## config.mk

```make
export PLATFORM = sky130hd
export DESIGN_NAME = vram_host_ctrl
export DESIGN_NICKNAME = d
export VERILOG_FILES = /design/src/rtl/vram_host_ctrl.sv
export SDC_FILE = /design/constraint.sdc
export NUM_CORES = 1
export LEC_CHECK = 0
export BUFFER_PORTS_ARGS = -buffer_cell sky130_fd_sc_hd__buf_2
export CORE_UTILIZATION = 43
export CTS_CLUSTER_DIAMETER = 30
export DETAILED_ROUTE_END_ITERATION = 10
export HOLD_SLACK_MARGIN = 0.12
export PLACE_DENSITY_LB_ADDON = 0.15
export REMOVE_ABC_BUFFERS = 1
export SLEW_MARGIN = 10
export SYNTH_ARGS = -nofsm -noshare
export SYNTH_HDL_FRONTEND = slang
export SYNTH_SLANG_ARGS = --single-unit
```

## constraint.sdc

```tcl
create_clock -name clk -period 10.75 [get_ports clk]
set_clock_uncertainty 0.05 [all_clocks]
set_input_delay 0.5375 -clock clk [delete_from_list [all_inputs] [get_ports clk]]
set_output_delay 0.5375 -clock clk [all_outputs]
set_load 0.01 [all_outputs]
```

## src/rtl/vram_host_ctrl.sv

```systemverilog
// rtl/vram_host_ctrl.sv - host byte-write FIFO with auto-increment pointer, drained into screen RAM during blanking
module vram_host_ctrl #(
  parameter int H_ACTIVE = 640,
  parameter int H_TOTAL  = 800,
  parameter int V_ACTIVE = 480,
  parameter int V_TOTAL  = 525,
  parameter int GUARD    = 8,
  parameter int DEPTH    = 8
) (
  input  logic        clk,
  input  logic        rst,
  input  logic        host_cs,
  input  logic        host_we,
  input  logic [1:0]  host_rs,
  input  logic [7:0]  host_din,
  output logic [7:0]  host_dout,
  input  logic [9:0]  posx,
  input  logic [8:0]  posy,
  input  logic [12:0] disp_addr,
  output logic [12:0] mem_addr,
  output logic [7:0]  mem_din,
  output logic        mem_we,
  output logic        fifo_full
);
  localparam int AW = $clog2(DEPTH);
  localparam int CW = AW + 1;
  localparam logic [9:0]    X_ACT   = 10'(H_ACTIVE);
  localparam logic [9:0]    X_GUARD = 10'(H_TOTAL - GUARD);
  localparam logic [8:0]    Y_ACT   = 9'(V_ACTIVE);
  localparam logic [8:0]    Y_LAST  = 9'(V_TOTAL - 1);
  localparam logic [CW-1:0] CNT_FULL = CW'(DEPTH);

  typedef enum logic {IDLE = 1'b0, WRITE = 1'b1} state_t;

  state_t        state_q, state_d;
  logic [12:0]   ptr_q, ptr_d;
  logic          ovf_q, ovf_d;
  logic [CW-1:0] cnt_q, cnt_d;
  logic [AW-1:0] wr_q, wr_d, rd_q, rd_d;
  logic [20:0]   fifo_q [DEPTH];
  logic [20:0]   fifo_d [DEPTH];
  logic [12:0]   waddr_q, waddr_d;
  logic [7:0]    wdata_q, wdata_d;
  logic [7:0]    dout_q, dout_d;

  logic wr_acc, rd_acc, full, empty, push, pop, flush, win;

  assign wr_acc = host_cs & host_we;
  assign rd_acc = host_cs & ~host_we;
  assign full   = (cnt_q == CNT_FULL);
  assign empty  = (cnt_q == '0);
  assign push   = wr_acc && (host_rs == 2'd2) && !full;
  assign flush  = wr_acc && (host_rs == 2'd3) && host_din[0];

  // Window closes GUARD pixels early so the final write retires before the renderer resumes
  assign win = ((posx >= X_ACT) && (posx < X_GUARD) && (posy < Y_ACT)) ||
               ((posy >= Y_ACT) && !((posy == Y_LAST) && (posx >= X_GUARD)));
  assign pop = win && !empty && !flush;

  always_ff @(posedge clk or posedge rst) begin
    if (rst) state_q <= IDLE;
    else     state_q <= state_d;
  end

  always_comb begin
    state_d = state_q;
    case (state_q)
      IDLE:    state_d = pop ? WRITE : IDLE;
      WRITE:   state_d = pop ? WRITE : IDLE;
      default: state_d = IDLE;
    endcase
  end

  always_comb begin
    mem_we    = (state_q == WRITE);
    mem_addr  = mem_we ? waddr_q : disp_addr;
    mem_din   = wdata_q;
    host_dout = dout_q;
    fifo_full = full;
  end

  always_comb begin
    ptr_d   = ptr_q;
    ovf_d   = ovf_q;
    fifo_d  = fifo_q;
    wr_d    = wr_q;
    rd_d    = rd_q;
    cnt_d   = cnt_q;
    waddr_d = waddr_q;
    wdata_d = wdata_q;
    dout_d  = dout_q;

    if (rd_acc) begin
      case (host_rs)
        2'd0:    dout_d = ptr_q[7:0];
        2'd1:    dout_d = {3'b000, ptr_q[12:8]};
        2'd2:    dout_d = 8'h00;
        default: dout_d = {5'b00000, ovf_q, full, empty};
      endcase
    end

    if (wr_acc) begin
      case (host_rs)
        2'd0:    ptr_d[7:0]  = host_din;
        2'd1:    ptr_d[12:8] = host_din[4:0];
        2'd2:    if (full) ovf_d = 1'b1;
                 else      ptr_d = ptr_q + 13'd1;
        default: if (host_din[2]) ovf_d = 1'b0;
      endcase
    end

    if (push) begin
      fifo_d[wr_q] = {ptr_q, host_din};
      wr_d         = wr_q + AW'(1);
    end

    if (pop) begin
      waddr_d = fifo_q[rd_q][20:8];
      wdata_d = fifo_q[rd_q][7:0];
      rd_d    = rd_q + AW'(1);
    end

    if (flush) begin
      cnt_d = '0;
      wr_d  = '0;
      rd_d  = '0;
    end else if (push && !pop) begin
      cnt_d = cnt_q + CW'(1);
    end else if (pop && !push) begin
      cnt_d = cnt_q - CW'(1);
    end
  end

  always_ff @(posedge clk or posedge rst) begin
    if (rst) begin
      ptr_q   <= '0;
      ovf_q   <= 1'b0;
      cnt_q   <= '0;
      wr_q    <= '0;
      rd_q    <= '0;
      waddr_q <= '0;
      wdata_q <= '0;
      dout_q  <= '0;
      for (int i = 0; i < DEPTH; i++) fifo_q[i] <= '0;
    end else begin
      ptr_q   <= ptr_d;
      ovf_q   <= ovf_d;
      cnt_q   <= cnt_d;
      wr_q    <= wr_d;
      rd_q    <= rd_d;
      waddr_q <= waddr_d;
      wdata_q <= wdata_d;
      dout_q  <= dout_d;
      fifo_q  <= fifo_d;
    end
  end

endmodule

```

==> impl_results.md <==
- Status: finished clean
- Final Max Tran Viols: 0
- Critical path fanouts, max: 21
- Worst path max stage delay: 0.95 ns
- Post-synth EDFFs: 0
- Final min period: 3.37 ns
- Ant. Diodes: 0
- Clock-pin slew on the worst setup and hold paths: 0.05 ns
- Most common cell after layout, fill and taps aside: sky130_fd_sc_hd__dfrtp_1
- Average size of a mapped cell: 13.9 um^2
- Commonest cells after routing, fill and taps aside: 220 x sky130_fd_sc_hd__dfrtp_1, 83 x sky130_fd_sc_hd__mux2_2, 82 x sky130_fd_sc_hd__mux2_1, 68 x sky130_fd_sc_hd__buf_2, 63 x sky130_fd_sc_hd__a21oi_1
- Wire length of the first global-routing pass: 41300 um
- RSZ-0062 raised after global routing: false
- Data arrival time of the worst path: 3.73 ns
- Post-detailed-routing wire length: 25500 um
- Cells along the critical path: or4b_4 > inv_2 > nor3_2 > nand3_2 > mux2_1
- TritonCTS clock tree: done
- Net switching share of the total power: 28.4%
- Initial core utilization: 43.8%
- Hold Crit Depth: 2
- Detailed placer's ending HPWL: 14700 um
- Internal Pwr Total: 0.00261 W
- Total Negative Setup Slacks: 0 ns
- Highest-delay cell along the critical path: sky130_fd_sc_hd__nand3_2
- DRC violations left: 0
- Core ar.: 24200 um^2
- Ys flop type: sky130_fd_sc_hd__dfrtp_1
- Congestion Overflow GR: 0
- Psw: 0.00103 W
- Clk buf depth: 3
- Overall Global Routing Usage: 21.0%
- Worst slew pin tran: 1.16 ns
- Power density over the cells: 282 nW/um^2
- Area of the mapped netlist: 10600 um^2
- Top Ports: 77
- Non-filler cells, final: 1193
- Total iterations of the first detailed-routing run: 4
- Chip Width: 159 um
- Placed cell count: 1101
- Sinks on the clock net: 222
- Total clock buffers created by CTS: 51
- Number of failing setup endpoints in the final timing report: 0
- Root buffer cell: sky130_fd_sc_hd__clkbuf_16
- Peak supply drop: 0.170 mV
- Net count of the finished layout: 883
- Die Y: 159 um
- Largest net degree at the start of global routing: 105
- Classification of the worst-slack hold path: in -> reg
- Buffer and inverter count on the worst path: 1
- Share of synthesized area occupied by flip-flops and latches: 52.4%
- Endpoint class of the critical path: flop
- Async SR Flop Fraction: 100%
- Post-detailed-route via-to-cell ratio: 5.52
- Weighted congestion at the end of routability-driven global placement: 0.806
- Critical path startpoint category: flop
- Headroom to the max-slew limit: 22.0%
- Kind of cell with the highest combined delay on the critical path: simple AND/OR/NAND/NOR gates
- Initial drt markers: 275
- Worst-skew pair later-pin latency: 0.54 ns
- Leakage power total: 6.05 nW
- Post-CTS setup buffer count: 0
- Final design utilization: 53.2%
- Proportion of layout cells with a drive suffix above 1: 37.4%
- Hold violation total from the final report: 0
- Netlist cell types: 57
- Part of the cycle the worst path needs: 31.4%
- Maximum clock frequency: 296 MHz
- Number of global-route vias before repair: 7218
- Share of power burned in registers: 35.1%
- Number of antenna violations at the first check in global routing: 0
- Post-CTS Hold Fix Bufs: 1
- Type of the worst setup path: reg -> reg
- Proportion of power drawn by the clock network: 43.0%
- Post-synthesis sequential element count: 222
- Post-cts resize count: 0
- Count of cells along the worst register-to-register path: 5
- Routed wire length per instance: 21.4 um
- Count of standard-cell rows: 57
- Gate count after technology mapping: 764
- Signed area change from the synthesized netlist to the final layout: 21.6%
- Die Footprint: 25300 um^2
- H-tree depth: 2
- Required time at the endpoint of the critical path: 11.11 ns
- Number of buffers inserted by port buffering: 68
- Stages on worst setup path: 5
- Share of power burned in combinational logic: 21.9%
- DR vias: 6588
- Yosys warning count: 0
- Antenna-violating nets left: 0
- Max-cap viol count: 0
## layer usage
metal / vias up / track usage [%] / wire (um)
met1: 3441 / 29.3 / 11800
met4: 0 / 6.91 / 498
li1: 2958 / - / -
met3: 43 / 3.49 / 1090
met2: 146 / 33.5 / 12200
met5: - / 0 / 0
## sequential cells by signal, indices dropped and copies added (netlist names)
name / cells
cnt_q: 4
fifo_q: 168
host_dout: 8
mem_din: 8
mem_we: 1
ovf_q: 1
ptr_q: 13
rd_q: 3
waddr_q: 13
wr_q: 3
## final cells by class
cell class / instances / area, um^2
Clock buffer: 71 / 1450
Multi-Input combinational cell: 470 / 4710
Fill cell: 2034 / 11300
Clock inverter: 20 / 324
Inverter: 7 / 33.8
Timing Repair Buffer: 79 / 425
Sequential cell: 222 / 5560
Tap cell: 324 / 405
## synth_stat cells (all sizes together), types with 3 or more instances
cell type / n / area share, %
a31oi: 4 / 0.29
nand2: 38 / 1.4
clkbuf: 30 / 1.1
mux2i: 29 / 2.7
nand3: 12 / 0.66
nor3: 4 / 0.28
a22o: 4 / 0.33
nand2b: 7 / 0.41
xnor2: 3 / 0.25
a21oi: 63 / 3.0
dfrtp: 222 / 52
o21ai: 15 / 0.71
inv: 7 / 0.25
a22oi: 4 / 0.28
nor2: 16 / 0.57
mux4: 42 / 8.9
ha: 5 / 0.59
mux2: 185 / 20
buf: 35 / 2.4
nand4: 6 / 0.50
## logic make-up after synthesis
group                    Yosys count  share of synthesized area [%]
AND/OR/NAND/NOR                  100                           5.21
XOR/XNOR                           5                          0.413
flip-flops                       222                           52.4
buffers and inverters             72                           3.68
adder cells (fa/ha/maj)            6                          0.778
AO/OA/AOI/OAI                    103                           5.58
multiplexers                     256                           32.0
## final timing paths
kind | startpoint | endpoint | slack, ns
worst max-delay path | cnt_q[3] | fifo_q[65] | 7.38
worst min register to register | fifo_q[129] | fifo_q[129] | 0.43
worst min-delay path | host_din[1] | fifo_q[64] | 0.31
min in group asynchronous | rst | fifo_q[0] | 0.64
max in group asynchronous | rst | rd_q[1] | 8.69
worst max register to register | cnt_q[3] | fifo_q[65] | 7.38
## through the flow
step | instance area [um^2] | total power [W] | setup slack, ns | hold WS, ns
6_report | 12900 | 0.00364 | 7.38 | 0.311
5_1_grt | 12900 | 0.00383 | 7.15 | 0.320
4_1_cts | 12900 | 0.00369 | 7.30 | 0.291
3_5_place_dp | 11100 | 0.00210 | 6.79 | 0.422
3_3_place_gp | 11100 | 0.00205 | 6.82 | 0.412
2_1_floorplan | 10200 | 0.00183 | 4.08 | 0.402
## power groups by stage
stage                     combinational (W)  clock [W]  sequential [W]
after global placement             0.000787          0         0.00126
after CTS                          0.000813    0.00160         0.00128
after floorplan                    0.000541          0         0.00129
final                              0.000797    0.00157         0.00128
after global routing               0.000876    0.00164         0.00132
after detailed placement           0.000806          0         0.00129
(Power assumes the default switching activity.)
